File: config.mk
export PLATFORM = sky130hd
export DESIGN_NAME = data_mem_arbiter
export DESIGN_NICKNAME = d
export VERILOG_FILES = /design/src/rtl/mem_arb_pkg.sv /design/src/rtl/rr_arbiter2.sv /design/src/rtl/data_mem_arbiter.sv
export SDC_FILE = /design/constraint.sdc
export NUM_CORES = 1
export LEC_CHECK = 0
export ABC_AREA = 1
export BUFFER_PORTS_ARGS = -buffer_cell sky130_fd_sc_hd__buf_2
export CAP_MARGIN = 20
export CORE_MARGIN = 5
export CORE_UTILIZATION = 49
export DETAILED_ROUTE_END_ITERATION = 16
export GPL_ROUTABILITY_DRIVEN = 0
export GPL_TIMING_DRIVEN = 0
export HOLD_SLACK_MARGIN = 0.06
export PLACE_DENSITY = 0.87
export SETUP_SLACK_MARGIN = 0.02
export SYNTH_ARGS = -nofsm -noshare
export SYNTH_HDL_FRONTEND = slang
export SYNTH_HIERARCHICAL = 1
export SYNTH_SLANG_ARGS = --single-unit
File: constraint.sdc
create_clock -name clk -period 2.6 [get_ports clk]
set_clock_uncertainty 0.05 [all_clocks]
set_input_delay 0.26 -clock clk [delete_from_list [all_inputs] [get_ports clk]]
set_output_delay 0.26 -clock clk [all_outputs]
set_load 0.01 [all_outputs]
File: src/rtl/mem_arb_pkg.sv
// Shared types and helpers for the two-master data memory arbiter.
// Latency: none (types and a combinational address check only).
// Backpressure: not applicable.
package mem_arb_pkg;

    // Arbiter FSM encoding: one transaction walks IDLE -> ACCESS -> RESP.
    typedef enum logic [1:0] {
        IDLE   = 2'd0,
        ACCESS = 2'd1,
        RESP   = 2'd2
    } state_t;

    // Owner of the transaction in flight.
    typedef logic owner_t;
    localparam owner_t OWN_M0 = 1'b0;
    localparam owner_t OWN_M1 = 1'b1;

    // A byte address is usable when it is word aligned and inside the attached memory.
    // The address is widened to 64 bits so no out-of-range value can alias into range.
    function automatic logic addr_ok(input logic [63:0] addr, input int unsigned depth);
        return (addr[1:0] == 2'b00) && (addr < (64'(depth) * 64'd4));
    endfunction

endpackage

File: src/rtl/rr_arbiter2.sv
// Two-way round-robin grant: a lone request wins, a tie goes to the one not served last.
// Latency: purely combinational.
// Backpressure: none; the caller decides when to sample the grants.
module rr_arbiter2
    import mem_arb_pkg::*;
(
    input  logic   req0,
    input  logic   req1,
    input  owner_t last,
    output logic   gnt0,
    output logic   gnt1
);

    // On a tie, M0 wins exactly when M1 was the last owner.
    always_comb begin
        gnt0 = req0 & (~req1 | (last == OWN_M1));
        gnt1 = req1 & (~req0 | (last == OWN_M0));
    end

endmodule

File: src/rtl/data_mem_arbiter.sv
// Shares one single-port data memory between M0 (load/store unit) and M1 (debug/DMA).
// Latency: request seen in IDLE -> memory access next cycle -> ack pulse the cycle after.
// Backpressure: requesters hold req stable until ack; only one transaction is in flight.
module data_mem_arbiter
    import mem_arb_pkg::*;
#(
    parameter int unsigned DEPTH = 64,
    parameter int unsigned AW    = 32,
    parameter int unsigned DW    = 32
) (
    input  logic          clk,
    input  logic          rst_n,
    input  logic          m0_req,
    input  logic          m0_we,
    input  logic [AW-1:0] m0_addr,
    input  logic [DW-1:0] m0_wdata,
    output logic          m0_ack,
    output logic          m0_err,
    output logic [DW-1:0] m0_rdata,
    input  logic          m1_req,
    input  logic          m1_we,
    input  logic [AW-1:0] m1_addr,
    input  logic [DW-1:0] m1_wdata,
    output logic          m1_ack,
    output logic          m1_err,
    output logic [DW-1:0] m1_rdata,
    output logic [AW-1:0] mem_a,
    output logic          mem_we,
    output logic [DW-1:0] mem_wd,
    input  logic [DW-1:0] mem_rd
);

    state_t        state_q,   state_d;
    owner_t        owner_q,   owner_d;
    owner_t        rr_last_q, rr_last_d;
    logic          we_q,      we_d;
    logic          err_q,     err_d;
    logic [AW-1:0] addr_q,    addr_d;
    logic [DW-1:0] wdata_q,   wdata_d;
    logic [DW-1:0] rdata_q,   rdata_d;

    logic          gnt0, gnt1;

    rr_arbiter2 u_rr (
        .req0 (m0_req),
        .req1 (m1_req),
        .last (rr_last_q),
        .gnt0 (gnt0),
        .gnt1 (gnt1)
    );

    // Next-state logic: capture the winner in IDLE, sample memory in ACCESS, ack in RESP.
    always_comb begin
        state_d   = state_q;
        owner_d   = owner_q;
        rr_last_d = rr_last_q;
        we_d      = we_q;
        err_d     = err_q;
        addr_d    = addr_q;
        wdata_d   = wdata_q;
        rdata_d   = rdata_q;
        unique case (state_q)
            IDLE: begin
                if (gnt0 | gnt1) begin
                    owner_d = gnt1 ? OWN_M1 : OWN_M0;
                    we_d    = gnt1 ? m1_we    : m0_we;
                    addr_d  = gnt1 ? m1_addr  : m0_addr;
                    wdata_d = gnt1 ? m1_wdata : m0_wdata;
                    err_d   = ~addr_ok(64'(gnt1 ? m1_addr : m0_addr), DEPTH);
                    state_d = ACCESS;
                end
            end
            ACCESS: begin
                // Stores and rejected requests return zero data.
                rdata_d   = (we_q | err_q) ? '0 : mem_rd;
                rr_last_d = owner_q;
                state_d   = RESP;
            end
            RESP: begin
                state_d = IDLE;
            end
            default: begin
                state_d = IDLE;
            end
        endcase
    end

    // State and capture registers; reset abandons any transaction in flight.
    always_ff @(posedge clk or negedge rst_n) begin
        if (!rst_n) begin
            state_q   <= IDLE;
            owner_q   <= OWN_M0;
            rr_last_q <= OWN_M1;
            we_q      <= 1'b0;
            err_q     <= 1'b0;
            addr_q    <= '0;
            wdata_q   <= '0;
            rdata_q   <= '0;
        end else begin
            state_q   <= state_d;
            owner_q   <= owner_d;
            rr_last_q <= rr_last_d;
            we_q      <= we_d;
            err_q     <= err_d;
            addr_q    <= addr_d;
            wdata_q   <= wdata_d;
            rdata_q   <= rdata_d;
        end
    end

    // Outputs decode registered state only, so requests never reach acks or memory combinationally.
    always_comb begin
        mem_a    = '0;
        mem_we   = 1'b0;
        mem_wd   = '0;
        m0_ack   = 1'b0;
        m0_err   = 1'b0;
        m0_rdata = '0;
        m1_ack   = 1'b0;
        m1_err   = 1'b0;
        m1_rdata = '0;
        if (state_q == ACCESS) begin
            mem_a  = addr_q;
            mem_wd = wdata_q;
            mem_we = we_q & ~err_q;
        end
        if (state_q == RESP) begin
            if (owner_q == OWN_M1) begin
                m1_ack   = 1'b1;
                m1_err   = err_q;
                m1_rdata = rdata_q;
            end else begin
                m0_ack   = 1'b1;
                m0_err   = err_q;
                m0_rdata = rdata_q;
            end
        end
    end

endmodule

# Word level (Yosys, flattened, before mapping)
# Index checks and enable logic that the tools add are counted.
[word_totals]
regBits = 102
in_bits = 166
output_inout_bits = 133
[op_classes]
n_lt_le_gt_ge = 1
n_eq_ne = 3
n_mux = 23
n_bitwise = 12
n_reduce_logical = 4
[op_table]
columns = ["op", "n"]
rows = [
  ["32-bit two-way mux", 10],
  ["32-bit by 9-bit less-than comparator with 1-bit output, second input constant", 1],
  ["1-bit two-way mux", 11],
  ["1-bit NOT", 5],
  ["2-bit logical NOT", 2],
  ["1-bit OR", 4],
  ["2-bit case mux with 2 select lines", 1],
  ["1-bit AND", 3],
  ["2-bit by 1-bit == test with 1-bit output, second input constant", 1],
  ["2-bit == test, second input constant", 1],
  ["2-bit two-way mux", 1],
  ["2-bit inequality test, second input constant", 1],
  ["2-bit AND reduction", 1],
  ["1-bit logical AND", 1],
]

# Depth between registers and ports, before layout
# Gate-level depths: netlist of the first run.
[logic_depth]
ltp_word = 7
depth_mapped = 11
mapped_depth_nobuf = 10

# Cells and area by module
# Netlist of the first run, hierarchy kept.
[modules_own_cells]
columns = ["module", "instances", "cells_per_inst", "area_per_inst_um2", "seq_area_each_um2"]
rows = [
  ["data_mem_arbiter", 1, 778, 5431.5, 2553.7],
  ["rr_arbiter2", 1, 4, 27.5, 0.0],
]

# Worst setup path before layout of the first run
# OpenSTA, ideal clock, no wires.
[synth_path]
path_type = "reg-to-reg"
start = "reg rr_last_q"
end = "reg err_q"
arrival_time_ns = 1.379
required_time_ns = 2.433
path_slack_ns = 1.054
path_stages_with_launch = 10
period_less_slack_ns = 1.546
cell_sequence = "dfstp_2 -> a21boi_2 -> buf_6 -> buf_6 -> o21ai_0 -> nand2_1 -> nor2_1 -> nand3_1 -> nor2_1 -> nor2_1"
[synth_between]
elab_chain_len = 7
[synth_lines]
columns = ["element", "line", "text"]
rows = [
  ["start, declared", "data_mem_arbiter.sv:35", "owner_t rr_last_q, rr_last_d;"],
  ["start signal, assigned", "data_mem_arbiter.sv:102", "rr_last_q <= rr_last_d;"],
  ["1-bit NOT *", "rr_arbiter2.sv:17", "gnt1 = req1 & (~req0 | (last == OWN_M0));"],
  ["1-bit OR *", "rr_arbiter2.sv:17", ""],
  ["1-bit AND *", "rr_arbiter2.sv:17", ""],
  ["via gnt1", "data_mem_arbiter.sv:42", "logic gnt0, gnt1;"],
  ["32-bit two-way mux", "data_mem_arbiter.sv:69", "err_d = ~addr_ok(64'(gnt1 ? m1_addr : m0_addr), DEPTH);"],
  ["32-bit by 9-bit less-than comparator with 1-bit output / 2-bit logical NOT (equally long branches)", "mem_arb_pkg.sv:21", "return (addr[1:0] == 2'b00) && (addr < (64'(depth) * 64'd4));"],
  ["1-bit logical AND", "mem_arb_pkg.sv:21", ""],
  ["1-bit NOT", "data_mem_arbiter.sv:69", ""],
  ["end signal, assigned", "data_mem_arbiter.sv:104", "err_q <= err_d;"],
  ["end, declared", "data_mem_arbiter.sv:37", "logic err_q, err_d;"],
]
# The timed path passes the listed nets; every way through them passes the cells marked *.
# A chain may end at the register's enable or synchronous reset.

# Worst setup path in the final report of the first run
[layout_path]
start = "reg state_q[1]"
end = "out m0_rdata[19]"
[layout_between]
elab_chain_len = 2
[layout_lines]
columns = ["element", "line", "text"]
rows = [
  ["start, declared", "data_mem_arbiter.sv:33", "state_t state_q, state_d;"],
  ["start signal, assigned", "data_mem_arbiter.sv:100", "state_q <= state_d;"],
  ["2-bit == test", "data_mem_arbiter.sv:127", "if (state_q == RESP) begin"],
  ["32-bit two-way mux", "data_mem_arbiter.sv:127", ""],
  ["end, declared", "data_mem_arbiter.sv:19", "output logic [DW-1:0] m0_rdata,"],
]
# No other way between the ends.

==> results.cfg, run 1 <==
[worst_setup_path]
crit_type = reg -> out
cpMaxStageDelayCell = dfrtp_1
cp-start-kind = flip-flop
crit_arrival_ns = 1.90
regToRegEndpoint = err_q
r2r_cells = 9
crit_path_start = state_q[1]
cpLargestDelayFamily = buffers and inverters
required_ns = 2.29
cp_max_fo = 10
end_kind = output pin
ff2ff_setup_slack_ns = 0.79
crit_path_max_incr_delay_ns = 0.42
path_buf_inv = 5
worst_r2r_startpoint = rr_last_q
path_cells = inv_1 -> nor2_1 -> inv_1 -> nor2_1 -> inv_1 -> buf_2 -> nor2_1 -> buf_2

[cts]
cts.sinks = 102
cts_tree = yes
cts.clk_slew.worst_paths_ns = 0.10
clk_latency_ns = 0.35
htree_num_levels = 3
post_cts_buffers = 0
clockRootBuffer = clkbuf_8
cts_max_path_buffers = 2
cts_made_buffers = 9

[power]
power_mw = 6.330
power_density_mw_per_mm2 = 861.4
leakagePower_nw = 4.382
max-vdd-ir-drop_v = 0.0004733

[drt]
drc_errors = 0
route.vias.total = 5878
drtIter0Drc = 318
dr.pass1.iters = 5
avgViaCountPerCell = 4.748
routedWlPerCell_um = 14.31
drt.antenna.violating_nets = 0
wirelength_um = 17710

[finish]
utilization = 0.6749
drive_gt1_frac = 0.3233
multi_input_area_mm2 = 0.002056
fin_area_mm2 = 0.007348
seqCellArea_mm2 = 0.002554
diodes = 0
nFillCells = 1005
areaGrowthSynthToFinish_pct = 34.61
nets = 1259
finalNonFillerCells = 1238

[worst_hold_path]
worstHoldStart = mem_rd[29]
worstHoldPathCells = 3
hold_end = rdata_q[29]
hp-class = in -> reg

[logic_synthesis]
synth_top_flop_cell = dfrtp_1
synth_top_area_frac = 0.4630
synth_area_leaders = dfrtp_1 (46%), nor2_1 (13%), nand2_1 (12%)
synth.distinct_cells = 23
syn_area_per_cell_um2 = 6.981
async_flop_share = 1.000
synth_top_cells_by_count = nor2_1 (188), nand2_1 (177), inv_1 (151)
synth_nets = 948
ys_warn_count = 6
synth.most_common_cell = nor2_1
syn_area_mm2 = 0.005459
yosysSeqAreaShare = 0.4678
synth.ff_latch_count = 102
yosysTopAreaCell = dfrtp_1
synth_enable_flop_cells = 0
synth_cells = 782

[sta]
totalNegativeSetupSlack_ns = 0
setup_violations = 0
worst_pin_slew_ns = 0.4963
hold_viol_final = 0
rsz0062_at_grt = no
relSlewSlack = 0.6691
fmax_mhz = 453.1
whs_ns = 0.08471
slew_violations = 0
period_needed_ns = 2.207
finalCritPeriodShare = 0.8488
fin_ws_ns = 0.3931

[grt]
antenna_found_initial = 0
grt_overflow = 0
grt_pass1_wl_um = 27420
track_usage = 0.2589
grt_pass1_vias = 5566
grt_max_degree = 67

[place]
dpl.cell_count = 1221
portBuffers = 298
pre_cts_slack_ns = 0.7442
placed_area_mm2 = 0.007156
dp_hpwl_um = 13790

[floorplan]
die_h_um = 115.6
die_area_mm2 = 0.01335
rows = 38
top_level_ports = 299
start_util = 0.5014
core_mm2 = 0.01089
die_w_um = 115.6

[job]
maxCapViolations = 0

[outcome]
status = finished clean
[logic make-up (layout without fill, tap and decap cells)]
group	after synthesis	after routing	synth area share
and+or+nand+nor	370	370	0.2569
buffers and inverters	200	516	0.1556
AOI/OAI and AO/OA	110	110	0.1196
DFF	102	102	0.4678
[worst max-delay path by stage]
stage / end / slack (ns) / depth (start not counted)
after detailed placement: m0_rdata[19] / 0.74 / 8
after global routing: m0_rdata[19] / 0.21 / 8
after global placement: wdata_q[7] / 0.12 / 1
after floorplan: err_q / 1.05 / 9
final: m0_rdata[19] / 0.39 / 8
after CTS: m0_rdata[19] / 0.33 / 8
[per-layer routing]
layer	vias up	wire length [um]	global-route usage
li1	2971	-	-
met1	2658	7063	0.3327
met2	227	9019	0.4599
met3	22	1322	0.04491
met4	0	305	0.05634
met5	-	0	0
[worst min-delay path, delay by kind of cell]
family / cells / cell delay [ns]
compound gates: 1 / 0.06
buf+inv: 2 / 0.13
[final cells by class]
cell class	instances	share of cell area
Timing Repair Buffer	300	0.2084
Buffer	47	0.03746
Multi-Input combinational cell	480	0.2798
Clock buffer	11	0.01924
Sequential cell	102	0.3475
Inverter	153	0.07815
Tap cell	140	0.02384
Clock inverter	5	0.005619
[layout by cell type, fill, tap and decap left out, drive strengths merged]
cell / n
clkbuf: 25
a21boi: 1
dlygate4sd3: 1
o21ai: 36
o22ai: 32
clkinvlp: 2
clkinv: 1
nand2: 177
buf: 332
a31oi: 39
nand3: 2
dfstp: 1
nor3: 1
dfrtp: 101
nor2: 190
a21oi: 2
inv: 155
[sequential cells by signal, summed over array words and instances, names as in the netlist]
register / flops
addr_q: 32
rdata_q: 32
wdata_q: 32
state_q: 2
err_q: 1
owner_q: 1
rr_last_q: 1
we_q: 1
[where the power goes]
group | switching [mW] | internal [mW] | total, mW
clock network | 0.563 | 0.385 | 0.948
logic | 1.93 | 1.07 | 3.00
registers | 0.257 | 2.13 | 2.38
total | 2.75 | 3.58 | 6.33
[what timing repair did]
action                    4_1_cts  5_1_grt
gates resized for setup         0        0
hold endpoints to repair       36        0
hold buffers                    1        0
Note: power is estimated with default switching activity, not from simulation.
==> run 2, diff against run 1 <==
--- a/config.mk
+++ b/config.mk
@@ -5,16 +5,16 @@
 export SDC_FILE = /design/constraint.sdc
 export NUM_CORES = 1
 export LEC_CHECK = 0
-export ABC_AREA = 1
+export ABC_AREA = 0
 export BUFFER_PORTS_ARGS = -buffer_cell sky130_fd_sc_hd__buf_2
 export CAP_MARGIN = 20
 export CORE_MARGIN = 5
-export CORE_UTILIZATION = 49
+export CORE_UTILIZATION = 45
 export DETAILED_ROUTE_END_ITERATION = 16
 export GPL_ROUTABILITY_DRIVEN = 0
 export GPL_TIMING_DRIVEN = 0
 export HOLD_SLACK_MARGIN = 0.06
-export PLACE_DENSITY = 0.87
+export PLACE_DENSITY = 0.81
 export SETUP_SLACK_MARGIN = 0.02
 export SYNTH_ARGS = -nofsm -noshare
 export SYNTH_HDL_FRONTEND = slang
==> constraint.sdc (replaced) <==
create_clock -name clk -period 2.25 [get_ports clk]
set_clock_uncertainty 0.05 [all_clocks]
set_input_delay 0.225 -clock clk [delete_from_list [all_inputs] [get_ports clk]]
set_output_delay 0.225 -clock clk [all_outputs]
set_load 0.01 [all_outputs]
==> results.cfg, run 2 <==
[floorplan]
die_area_mm2 = 0.01426
core_mm2 = 0.01186
start_util = 0.4541
die_h_um = 119.4
die_w_um = 119.4
rows = 40
top_level_ports = 299

[drt]
routedWlPerCell_um = 16.48
drt.antenna.violating_nets = 0
dr.pass1.iters = 4
avgViaCountPerCell = 5.042
drtIter0Drc = 330
wirelength_um = 16840
drc_errors = 0
route.vias.total = 5153

[logic_synthesis]
synth_enable_flop_cells = 0
synth.most_common_cell = and2_1
ys_warn_count = 6
synth_compound_gate_area_share = 0.1217
yosysTopAreaCell = dfrtp_1
yosysSeqAreaShare = 0.4741
synth_top_cells_by_count = and2_1 (130), dfrtp_1 (101), nor2_1 (66)
synth_top_flop_cell = dfrtp_1
synth_nets = 706
synth_top_area_frac = 0.4692
synthXorXnorAreaFrac = 0
synth-simple-area-share = 0.2314
synth_fa_ha_area_frac = 0
synth_area_leaders = dfrtp_1 (47%), and2_1 (15%), mux2i_1 (12%)
synth_top_family_by_area = simple AND/OR/NAND/NOR gates
synth_cells = 540
syn_area_per_cell_um2 = 9.975
synthMuxAreaShare = 0.1208
synth.ff_latch_count = 102
syn_area_mm2 = 0.005386
synth.distinct_cells = 34
async_flop_share = 1.000

[finish]
multi_input_area_mm2 = 0.002552
areaGrowthSynthToFinish_pct = 41.18
seqCellArea_mm2 = 0.002554
final_cell_mix = buf_2 (312), and2_1 (130), dfrtp_1 (101)
final_common_cell = buf_2
drive_gt1_frac = 0.4023
nets = 1036
nFillCells = 1060
diodes = 0
fin_area_mm2 = 0.007605
finalNonFillerCells = 1022
reg_top3 = addr_q: 32 flops, rdata_q: 32 flops, wdata_q: 32 flops

[power]
switching_share = 0.3853
p_seq_frac = 0.344
power.switching_mw = 3.076
combPwrFrac = 0.457
leakagePower_nw = 4.083
power_density_mw_per_mm2 = 1050
max-vdd-ir-drop_v = 0.0004967
clockPowerShare = 0.200
internal_power_mw = 4.908

[place]
placed_area_mm2 = 0.007092
dpl.cell_count = 986
dp_hpwl_um = 13200
pre_cts_slack_ns = 0.3029
portBuffers = 298

[sta]
rsz0062_at_grt = yes
fin_ws_ns = 0.1013
period_needed_ns = 2.149
finalCritPeriodShare = 0.9550
slew_violations = 0
fmax_mhz = 465.4
relSlewSlack = 0.6421
whs_ns = 0.06928
setup_violations = 0
hold_viol_final = 0
worst_pin_slew_ns = 0.5345

[cts]
clockRootBuffer = clkbuf_16
cts_max_path_buffers = 2
clk_latency_ns = 0.33
htree_num_levels = 3
cts.sinks = 102
cts_tree = yes
cts.clk_slew.worst_paths_ns = 0.08
cts_made_buffers = 9

[grt]
track_usage = 0.2326
grt_max_degree = 71
grt_pass1_vias = 5255
grt_pass1_wl_um = 26790
grt_overflow = 0
antenna_found_initial = 1

[worst_setup_path]
cp-start-kind = flip-flop
end_kind = output pin
crit_arrival_ns = 1.87
required_ns = 1.98
r2r_cells = 6
cp_max_fo = 10
crit_type = reg -> out

[worst_hold_path]
hp-class = in -> reg
worstHoldPathCells = 2

[outcome]
status = finished clean

[job]
maxCapViolations = 0
-- run 2: cell types whose count changed after synthesis, moves of 38 or more --
cell / before / now
nand2_1: 177 / 6
nor2_1: 188 / 66
and2_1: 0 / 130
a21oi_1: 1 / 65
mux2i_1: 0 / 65
a31oi_1: 39 / 1
inv_1: 151 / 1
-- run 2: what timing repair did --
action / CTS / global route
buffers inserted: 0 / 0
endpoints found under the hold margin: 51 / 0
hold buffers: 20 / 0
endpoints found under the setup margin: 0 / 51
gates resized for setup: 0 / 8
-- run 2: cells by family (layout without fill, tap and decap cells) --
logic type             after synthesis  after routing
muxes                               65             65
and+or+nand+nor                    224            224
DFF                                102            102
buffers and inverters               45            380
AOI/OAI and AO/OA                  104            104
-- run 2: path summary, 6_finish.rpt --
kind | from | end | slack (ns)
worst max-delay path | state_q[0] | m0_rdata[5] | 0.10
worst min-delay path | mem_rd[30] | rdata_q[30] | 0.07
worst max register to register | rr_last_q | addr_q[26] | 0.36
worst min register to register | rr_last_q | rr_last_q | 0.42
max in group asynchronous | rst_n | rr_last_q | 1.05
min in group asynchronous | rst_n | addr_q[5] | 0.36
-- run 2: per-stage QoR --
step	power [mW]	util	TNS [ns]
after global placement	6.343	0.5954	-22.56
after CTS	8.072	0.6406	0
after global routing	8.613	0.6411	0
after detailed placement	6.422	0.5979	0
after floorplan	5.038	-	0
final	7.985	0.6411	0
-- run 2: worst max-delay path, cell delays in order (launching register included) --
cell	delay, ns
dfrtp_1	0.42
nor3b_2	0.50
clkbuf_1	0.33
and2_1	0.18
buf_2	0.12
-- run 2: cell type report --
cell class                 instances  area share
clock buffer                      11     0.03192
multi-input combinational        393      0.3356
timing repair buffer             319      0.2264
inverter                           2   0.0009872
buffer                            43     0.03669
sequential                       102      0.3358
tap                              147     0.02419
clock inverter                     5    0.008391
-- run 2: power groups by stage --
stage	registers (mW)	clock network, mW	logic, mW
2_1_floorplan	2.70	0	2.34
3_3_place_gp	2.76	0	3.59
3_5_place_dp	2.77	0	3.65
4_1_cts	2.75	1.63	3.69
5_1_grt	2.83	1.70	4.08
6_report	2.74	1.59	3.65
-- run 2: per-layer routing --
layer | up-vias | wire (um) | track usage
li1 | 2504 | - | -
met1 | 2388 | 6635 | 0.2853
met2 | 235 | 8402 | 0.4101
met3 | 24 | 1502 | 0.05935
met4 | 2 | 280 | 0.05583
met5 | - | 20 | 0
